### src/rtl/mmc_sort_pkg.sv
// Shared types and helpers for the MMC capacitor-voltage sorter.
package mmc_sort_pkg;

  // Default operand width: IEEE-754 binary32.
  localparam int SORT_DW = 32;

  // Sorter control states.
  typedef enum logic [1:0] {
    IDLE = 2'd0,
    RANK = 2'd1,
    DONE = 2'd2
  } sort_state_t;

  // Maps a float bit pattern to an unsigned key with the same ordering as
  // the float value. Negative numbers are fully inverted. Non-negative
  // numbers only have the sign bit flipped. NaNs are ordered by bit pattern.
  function automatic logic [SORT_DW-1:0] fp_key(input logic [SORT_DW-1:0] x);
    fp_key = x[SORT_DW-1] ? ~x : (x ^ {1'b1, {(SORT_DW-1){1'b0}}});
  endfunction

endpackage

### src/rtl/mmc_rank_unit.sv
// Combinational rank of one submodule against all latched voltages.
// The rank is the number of other submodules that precede it in insertion
// order. Ties are broken by index, so every submodule has a unique rank.
module mmc_rank_unit
  import mmc_sort_pkg::*;
#(
  parameter int N_SM = 12,
  parameter int DW   = SORT_DW,
  parameter int NW   = $clog2(N_SM + 1)
) (
  input  logic [N_SM*DW-1:0] v_vec,
  input  logic [NW-1:0]      idx,
  input  logic               dir,
  output logic [NW-1:0]      rank
);

  logic [DW-1:0]   key_j;
  logic [N_SM-1:0] prec;

  assign key_j = fp_key(v_vec[idx*DW +: DW]);

  // One comparator per submodule; each decides whether SM gi precedes SM idx.
  generate
    for (genvar gi = 0; gi < N_SM; gi++) begin : g_cmp
      logic [DW-1:0] key_k;
      assign key_k = fp_key(v_vec[gi*DW +: DW]);
      assign prec[gi] = (NW'(gi) == idx)  ? 1'b0 :
                        (key_k == key_j)  ? (NW'(gi) < idx) :
                        dir               ? (key_k > key_j) :
                                            (key_k < key_j);
    end
  endgenerate

  // Popcount of the precedence vector. The result is at most N_SM-1, so it fits in NW bits.
  always_comb begin
    rank = '0;
    for (int i = 0; i < N_SM; i++) begin
      rank = rank + NW'(prec[i]);
    end
  end

endmodule

### src/rtl/mmc_cap_sort_seq.sv
// Sequential MMC arm capacitor-voltage sorter.
// On start it latches the SM voltages, the current direction and the
// insertion count. It then ranks one SM per cycle and publishes the mask.
// Charging current inserts the lowest-voltage SMs; discharging current
// inserts the highest-voltage SMs.
module mmc_cap_sort_seq
  import mmc_sort_pkg::*;
#(
  parameter int N_SM = 12,
  parameter int DW   = SORT_DW,
  parameter int NW   = $clog2(N_SM + 1)
) (
  input  logic              clk,
  input  logic              rst,
  input  logic              start,
  input  logic [N_SM*DW-1:0] v_flat,
  input  logic [DW-1:0]     i_arm,
  input  logic [NW-1:0]     n_ins,
  output logic              busy,
  output logic              done,
  output logic [N_SM-1:0]   m_out
);

  sort_state_t state_reg, state_next;

  logic [DW-1:0]      v_reg [N_SM];
  logic [N_SM*DW-1:0] v_vec;
  logic               dir_reg;
  logic [NW-1:0]      n_sat_reg;
  logic [NW-1:0]      n_sat_next;
  logic [NW-1:0]      idx_reg;
  logic [N_SM-1:0]    mask_reg;
  logic [N_SM-1:0]    m_out_reg;
  logic               busy_reg;
  logic               done_reg;
  logic [NW-1:0]      rank;

  logic accept;
  logic rank_en;
  logic publish;

  // Only the sign of the arm current matters. The remaining bits are
  // deliberately left unused.
  logic unused_i_arm;
  assign unused_i_arm = &{1'b0, i_arm[DW-2:0]};

  // Clamp the requested insertion count to the number of submodules.
  assign n_sat_next = (n_ins > NW'(N_SM)) ? NW'(N_SM) : n_ins;

  // Next-state and control strobes for the sort sequence.
  always_comb begin
    state_next = state_reg;
    accept     = 1'b0;
    rank_en    = 1'b0;
    publish    = 1'b0;
    case (state_reg)
      IDLE: begin
        if (start) begin
          accept     = 1'b1;
          state_next = RANK;
        end
      end
      RANK: begin
        rank_en = 1'b1;
        if (idx_reg == NW'(N_SM - 1)) begin
          state_next = DONE;
        end
      end
      DONE: begin
        publish    = 1'b1;
        state_next = IDLE;
      end
      default: state_next = IDLE;
    endcase
  end

  // State register, sequencing counters and the published outputs.
  always_ff @(posedge clk) begin
    if (rst) begin
      state_reg <= IDLE;
      busy_reg  <= 1'b0;
      done_reg  <= 1'b0;
      m_out_reg <= '0;
      mask_reg  <= '0;
      idx_reg   <= '0;
      dir_reg   <= 1'b0;
      n_sat_reg <= '0;
    end else begin
      state_reg <= state_next;
      done_reg  <= publish;
      if (accept) begin
        dir_reg   <= i_arm[DW-1];
        n_sat_reg <= n_sat_next;
        idx_reg   <= '0;
        mask_reg  <= '0;
        busy_reg  <= 1'b1;
      end
      if (rank_en) begin
        mask_reg[idx_reg] <= (rank < n_sat_reg);
        idx_reg           <= idx_reg + 1'b1;
      end
      if (publish) begin
        m_out_reg <= mask_reg;
        busy_reg  <= 1'b0;
      end
    end
  end

  // Voltage latches. They load only when a sort is accepted and need no reset.
  generate
    for (genvar gi = 0; gi < N_SM; gi++) begin : g_lat
      always_ff @(posedge clk) begin
        if (accept) begin
          v_reg[gi] <= v_flat[gi*DW +: DW];
        end
      end
      assign v_vec[gi*DW +: DW] = v_reg[gi];
    end
  endgenerate

  mmc_rank_unit #(
    .N_SM (N_SM),
    .DW   (DW),
    .NW   (NW)
  ) u_rank (
    .v_vec (v_vec),
    .idx   (idx_reg),
    .dir   (dir_reg),
    .rank  (rank)
  );

  assign busy  = busy_reg;
  assign done  = done_reg;
  assign m_out = m_out_reg;

endmodule
### config.mk
export PLATFORM = sky130hd
export DESIGN_NAME = mmc_cap_sort_seq
export DESIGN_NICKNAME = d
export VERILOG_FILES = /design/src/rtl/mmc_sort_pkg.sv /design/src/rtl/mmc_rank_unit.sv /design/src/rtl/mmc_cap_sort_seq.sv
export SDC_FILE = /design/constraint.sdc
export NUM_CORES = 1
export LEC_CHECK = 0
export ABC_AREA = 1
export BUFFER_PORTS_ARGS = -buffer_cell sky130_fd_sc_hd__buf_2
export CORE_MARGIN = 2
export CORE_UTILIZATION = 50
export DETAILED_ROUTE_END_ITERATION = 8
export MAX_ROUTING_LAYER = met4
export PLACE_DENSITY = 0.71
export SLEW_MARGIN = 20
export SYNTH_ARGS = -nofsm -noshare
export SYNTH_HDL_FRONTEND = slang
export SYNTH_SLANG_ARGS = --single-unit
### constraint.sdc
create_clock -name clk -period 15.8 [get_ports clk]
set_clock_uncertainty 0.15 [all_clocks]
set_input_delay 1.58 -clock clk [delete_from_list [all_inputs] [get_ports clk]]
set_output_delay 1.58 -clock clk [all_outputs]
set_load 0.02 [all_outputs]
## Yosys cells after proc, flatten, opt, wreduce, memory -nomap -nowiden

Memories as Yosys holds them, arrays and structs flattened.
Index checks and enable logic that the tools add are counted.

- Memories kept: 1
- Bits of input ports: 423
- RAM bits: 384
- Output and inout port bits: 14
- Flip-flop bits (word level): 37

- Bitwise gates (word level): 26
- Shift-type cells: 1
- Reduce and logical (&&, ||, !) cells: 6
- Equality and inequality tests: 28
- Order comparisons: 40
- Add/sub/neg operators: 12
- Multiplexer cells: 67

Memory list:

| name | depth | width | rd ports | clocked after memory_dff | wr ports | line | text |
|---|---|---|---|---|---|---|---|
| v_reg | 12 | 32 | 12 | 0 | 12 | mmc_cap_sort_seq.sv:26 | `logic [DW-1:0] v_reg [N_SM];` |

Operator list:

| kind | count |
|---|---|
| 32-bit two-way mux | 13 |
| 32-bit NOT | 13 |
| 32-bit equality test | 12 |
| 32-bit greater-than comparator | 12 |
| 32-bit less-than comparator | 12 |
| 384-bit by 10-bit indexed part select with 32-bit output | 1 |
| 1-bit two-way mux | 43 |
| 4-bit by 1-bit adder with 4-bit output | 10 |
| 12-bit two-way mux | 3 |
| 3-bit by 4-bit equality test with 1-bit output (first input constant) | 4 |
| 4-bit equality test (first input constant) | 4 |
| 3-bit by 4-bit less-than comparator with 1-bit output (first input constant) | 4 |
| 4-bit less-than comparator (first input constant) | 4 |
| 1-bit NOT | 13 |
| 12-bit bitwise mux | 1 |
| 4-bit two-way mux | 3 |
| 2-bit by 4-bit equality test with 1-bit output (first input constant) | 2 |
| 1-bit by 4-bit less-than comparator with 1-bit output (first input constant) | 2 |
| 2-bit by 4-bit less-than comparator with 1-bit output (first input constant) | 2 |
| 4-bit by 5-bit less-than comparator with 1-bit output (second input constant) | 1 |
| 4-bit by 1-bit adder with 4-bit output (second input constant) | 1 |
| 1-bit demux with 4-bit select | 1 |
| 1-bit by 4-bit equality test with 1-bit output (first input constant) | 1 |
| 4-bit equality test (second input constant) | 1 |
| 15 further kinds | 17 |

## Depth between registers and ports, before layout

An unclocked memory read counts as a cell.

- Word-level depth: 22
- Depth in mapped cells: 41
- Mapped depth without buffers: 39

## Cells and area by module

Synthesis repeated with hierarchy kept, for this count alone.

- Cell total of the unflattened synthesis: 2854
- Area, all modules: 28785.1 um^2

Modules (own cells, without submodules):

| module | cells an instance | area each (um^2) | instances |
|---|---|---|---|
| mmc_rank_unit | 2244 | 15607.5 | 1 |
| mmc_cap_sort_seq | 610 | 13177.6 | 1 |

## Least setup slack after synthesis

No wires, ideal clock.

- Path kind: input port to flip-flop
- From: input port start
- To: memory v_reg[0][0] in the netlist's numbering (enable)
- Stages on the path: 2
- Slack: 3.799 ns
- Required time: 12.489 ns
- Buffers on the path: 0
- Arrival: 8.690 ns
- Cell sequence: nand3_1 clkinv_1

RTL lines:

| element | line | text |
|---|---|---|
| start: declaration | mmc_cap_sort_seq.sv:15 | `input logic start,` |
| end: declaration | mmc_cap_sort_seq.sv:26 |  |

## Worst setup path in the final report

- From: register idx_reg[1]
- To: register mask_reg[2]

- Cells in the longest elaborated chain, start to end: 21
- Elaborated cells between the ends (all ways): 119
- Classes of those cells: add/sub: 11; order compare: 39; eq/ne: 23; shift: 1; mux: 41; bitwise: 2; reduce/logical: 2

Ends and longest elaborated chain:

| element | line | text |
|---|---|---|
| start: declaration | mmc_cap_sort_seq.sv:31 | `logic [NW-1:0] idx_reg;` |
| start signal: assignment | mmc_cap_sort_seq.sv:100 | `idx_reg <= idx_reg + 1'b1;` |
| 384-bit by 10-bit indexed part select with 32-bit output | mmc_rank_unit.sv:20 | `assign key_j = fp_key(v_vec[idx*DW +: DW]);` |
| 32-bit NOT / 1-bit NOT (equally long branches) | n/a |  |
| 32-bit two-way mux | mmc_sort_pkg.sv:18 | `fp_key = x[SORT_DW-1] ? ~x : (x ^ {1'b1, {(SORT_DW-1){1'b0}}});` |
| 32-bit less-than comparator / 32-bit greater-than comparator (equally long branches) | mmc_rank_unit.sv:30, mmc_rank_unit.sv:29 |  |
| 1-bit two-way mux | mmc_rank_unit.sv:29 | `dir ? (key_k > key_j) :` |
| 1-bit two-way mux | mmc_rank_unit.sv:28 | `(key_k == key_j) ? (NW'(gi) < idx) :` |
| 1-bit two-way mux | mmc_rank_unit.sv:27 | `assign prec[gi] = (NW'(gi) == idx) ? 1'b0 :` |
| 1-bit by 1-bit adder with 2-bit output | mmc_rank_unit.sv:38 | `rank = rank + NW'(prec[i]);` |
| 4-bit by 1-bit adder with 4-bit output (10 in series) | mmc_rank_unit.sv:38 |  |
| 4-bit less-than comparator | mmc_cap_sort_seq.sv:99 | `mask_reg[idx_reg] <= (rank < n_sat_reg);` |
| 12-bit bitwise mux (*) | mmc_cap_sort_seq.sv:99 |  |
| 12-bit two-way mux (*) | mmc_cap_sort_seq.sv:98 | `if (rank_en) begin` |
| end signal: indexed assignment | mmc_cap_sort_seq.sv:99 |  |
| end: declaration | mmc_cap_sort_seq.sv:32 | `logic [N_SM-1:0] mask_reg;` |

Mark *: on every way between the ends. The rest lies on a longest branch, timed or not.
A chain may end at the register's enable or synchronous reset.

==> reports/results.ini <==
[timing]
finalCriticalPeriod_ns=10.23
relSlewSlack_pct=22.2
rsz0062_at_grt=false
setup_viol=0
drv_slew=0
fin_hold_ws_ns=0.309
fmax_ghz=0.0977
finalHoldViolCount=0
fin_crit_sh_pct=64.8
worst_pin_slew_ns=1.16
totalNegativeSetupSlack_ns=0
fin_ws_ns=5.57

[logic_synthesis]
async_reset_ff_share_pct=0
synth_cells=3033
synth_area_um2=29200
synth_cell_types=56
syn_avg_cell_area_um2=9.64
synth-seq-cells=421
seq_area_frac_synth_pct=42.0
synth_ff_type=edfxtp_1
synth_edf_count=384
yosys_warnings=0
synth_nets=3835

[detailed_routing]
drt_iter0_drc=2342
antenna_left=0
num_vias=24300
wl_met2_mm=43.6
dr_wl_met3_mm=7.72
top_layer=met4
drt-total-wl_mm=95.0
first_pass_iters=6
routedWlPerCell_um=22.6
routed_via_density=5.78
wl_met1_mm=38.3
drcViolationCount=0

[die]
die_h_um=246
die_w_um=246
dieArea_um2=60400
std_cell_rows=88
initial_core_util_pct=50.6
core_area_um2=57800
io_pins=437

[critical_path]
required_ns=16.16
crit_path_end_kind=flop
cp-start-kind=flop
critPathSlowestCell=nor4_1
crit_path_max_incr_delay_ns=0.88
path_class=flop to flop
cp_max_fo=42
worstPathArrival_ns=10.59

[min_path]
min_path_type=flop to flop

[cells_and_area]
largest_reg_flops=384
utilization_pct=58.0
nNetsFinal=4210
final_common_cell=nand2_1
area_delta_synth_final_pct=14.6
final_cell_mix=nand2_1, buf_2, edfxtp_1, ha_1, xor2_1
stdcell_count=4204
diodes=0
drive_above_1_share_pct=16.7

[power]
p_leak_nw=14.8
power_density_nw_per_um2=118
vdd_ir_drop_max_uv=139

[clocking]
cts_sinks=421
cts_resized=0
clkTransAtPathRegs_ns=0.07
htree_levels=2
cts_tree=built
root_buffer=clkbuf_16
clock_path_buffers=3
cts_setup_buffers=0
hold_buffers=0
insertion_delay_ns=0.60
numCtsBuffers=43

[placed_design]
post-place-ws_ns=5.85
gp_congestion=0.988
numPortBuffers=405
dp_hpwl_mm=73.0
numPlacedInstances=4127

[grt]
grt_max_degree=92
grt_overflow=0
grt_util_all_layers_pct=32.0
antenna_found_initial=0
grt_pass1_wl_mm=139
grt_pass1_vias=22700

[flow_run]
cap_violations=0

[outcome]
status=complete, no violations

==> synth_stat cells (all sizes together) (37+ instances only) <==
library cell / instances / share of area [%]
o21ai: 234 / 4.0
edfxtp: 384 / 39
nand4: 51 / 1.1
ha: 372 / 16
buf: 58 / 0.96
xor2: 374 / 11
o22ai: 58 / 1.2
nand3: 108 / 1.9
clkbuf: 78 / 1.0
a21oi: 178 / 3.0
inv: 174 / 2.2
nand2: 428 / 5.6
dfxtp: 37 / 2.5
nor2: 266 / 3.5
==> metrics by stage <==
step	total power [mW]	area (um2)
after floorplan	2.48	29200
after global placement	2.92	32200
after detailed placement	2.96	32200
after CTS	3.95	33500
after global routing	4.23	33500
final	3.95	33500
==> layer usage <==
layer / up-vias / GRT usage, %
li1: 11500 / -
met1: 11400 / 41.6
met2: 1166 / 49.6
met3: 240 / 3.50
met4: 0 / 16.3
met5: - / -
==> final timing paths <==
kind                 end  cells past startpoint  slack, ns         from
max          mask_reg[2]                     34       5.57   idx_reg[1]
min             m_out[3]                      2       0.31  mask_reg[3]
max reg2reg  mask_reg[2]                     34       5.57   idx_reg[1]
min reg2reg     m_out[3]                      2       0.31  mask_reg[3]
==> layout make-up <==
| type | count | area, um2 |
|---|---|---|
| fill | 5000 | 24300 |
| multi-input combinational | 2301 | 15800 |
| sequential | 421 | 12300 |
| timing repair buffer | 466 | 2500 |
| clock buffer | 47 | 1090 |
| tap | 765 | 957 |
| inverter | 175 | 669 |
| clock inverter | 29 | 231 |
==> cells by family after synthesis <==
family,share of synthesized area [%]
AOI/OAI and AO/OA,12.1
xor gates and xnor gates,12.0
adders and majority gates,16.4
buffers and inverters,4.21
DFF,42.0
and+or+nand+nor,13.3
==> critical path: cells and delay by family, from the launching register on <==
family                   cells  cell delay (ns)
adder cells (fa/ha/maj)      7             3.00
AND/OR/NAND/NOR             15             3.30
buffers and inverters        9             2.09
AO/OA/AOI/OAI                2             0.26
XOR/XNOR                     1             0.69
flip-flops                   1             0.56
==> where the power goes <==
group | switching [mW] | total, mW | leakage (nW) | internal (mW)
clock | 0.449 | 0.985 | 0.649 | 0.536
combinational | 0.994 | 1.60 | 10.2 | 0.603
sequential | 0.0682 | 1.37 | 3.98 | 1.30
No activity file was read; power rests on OpenSTA's default activity.
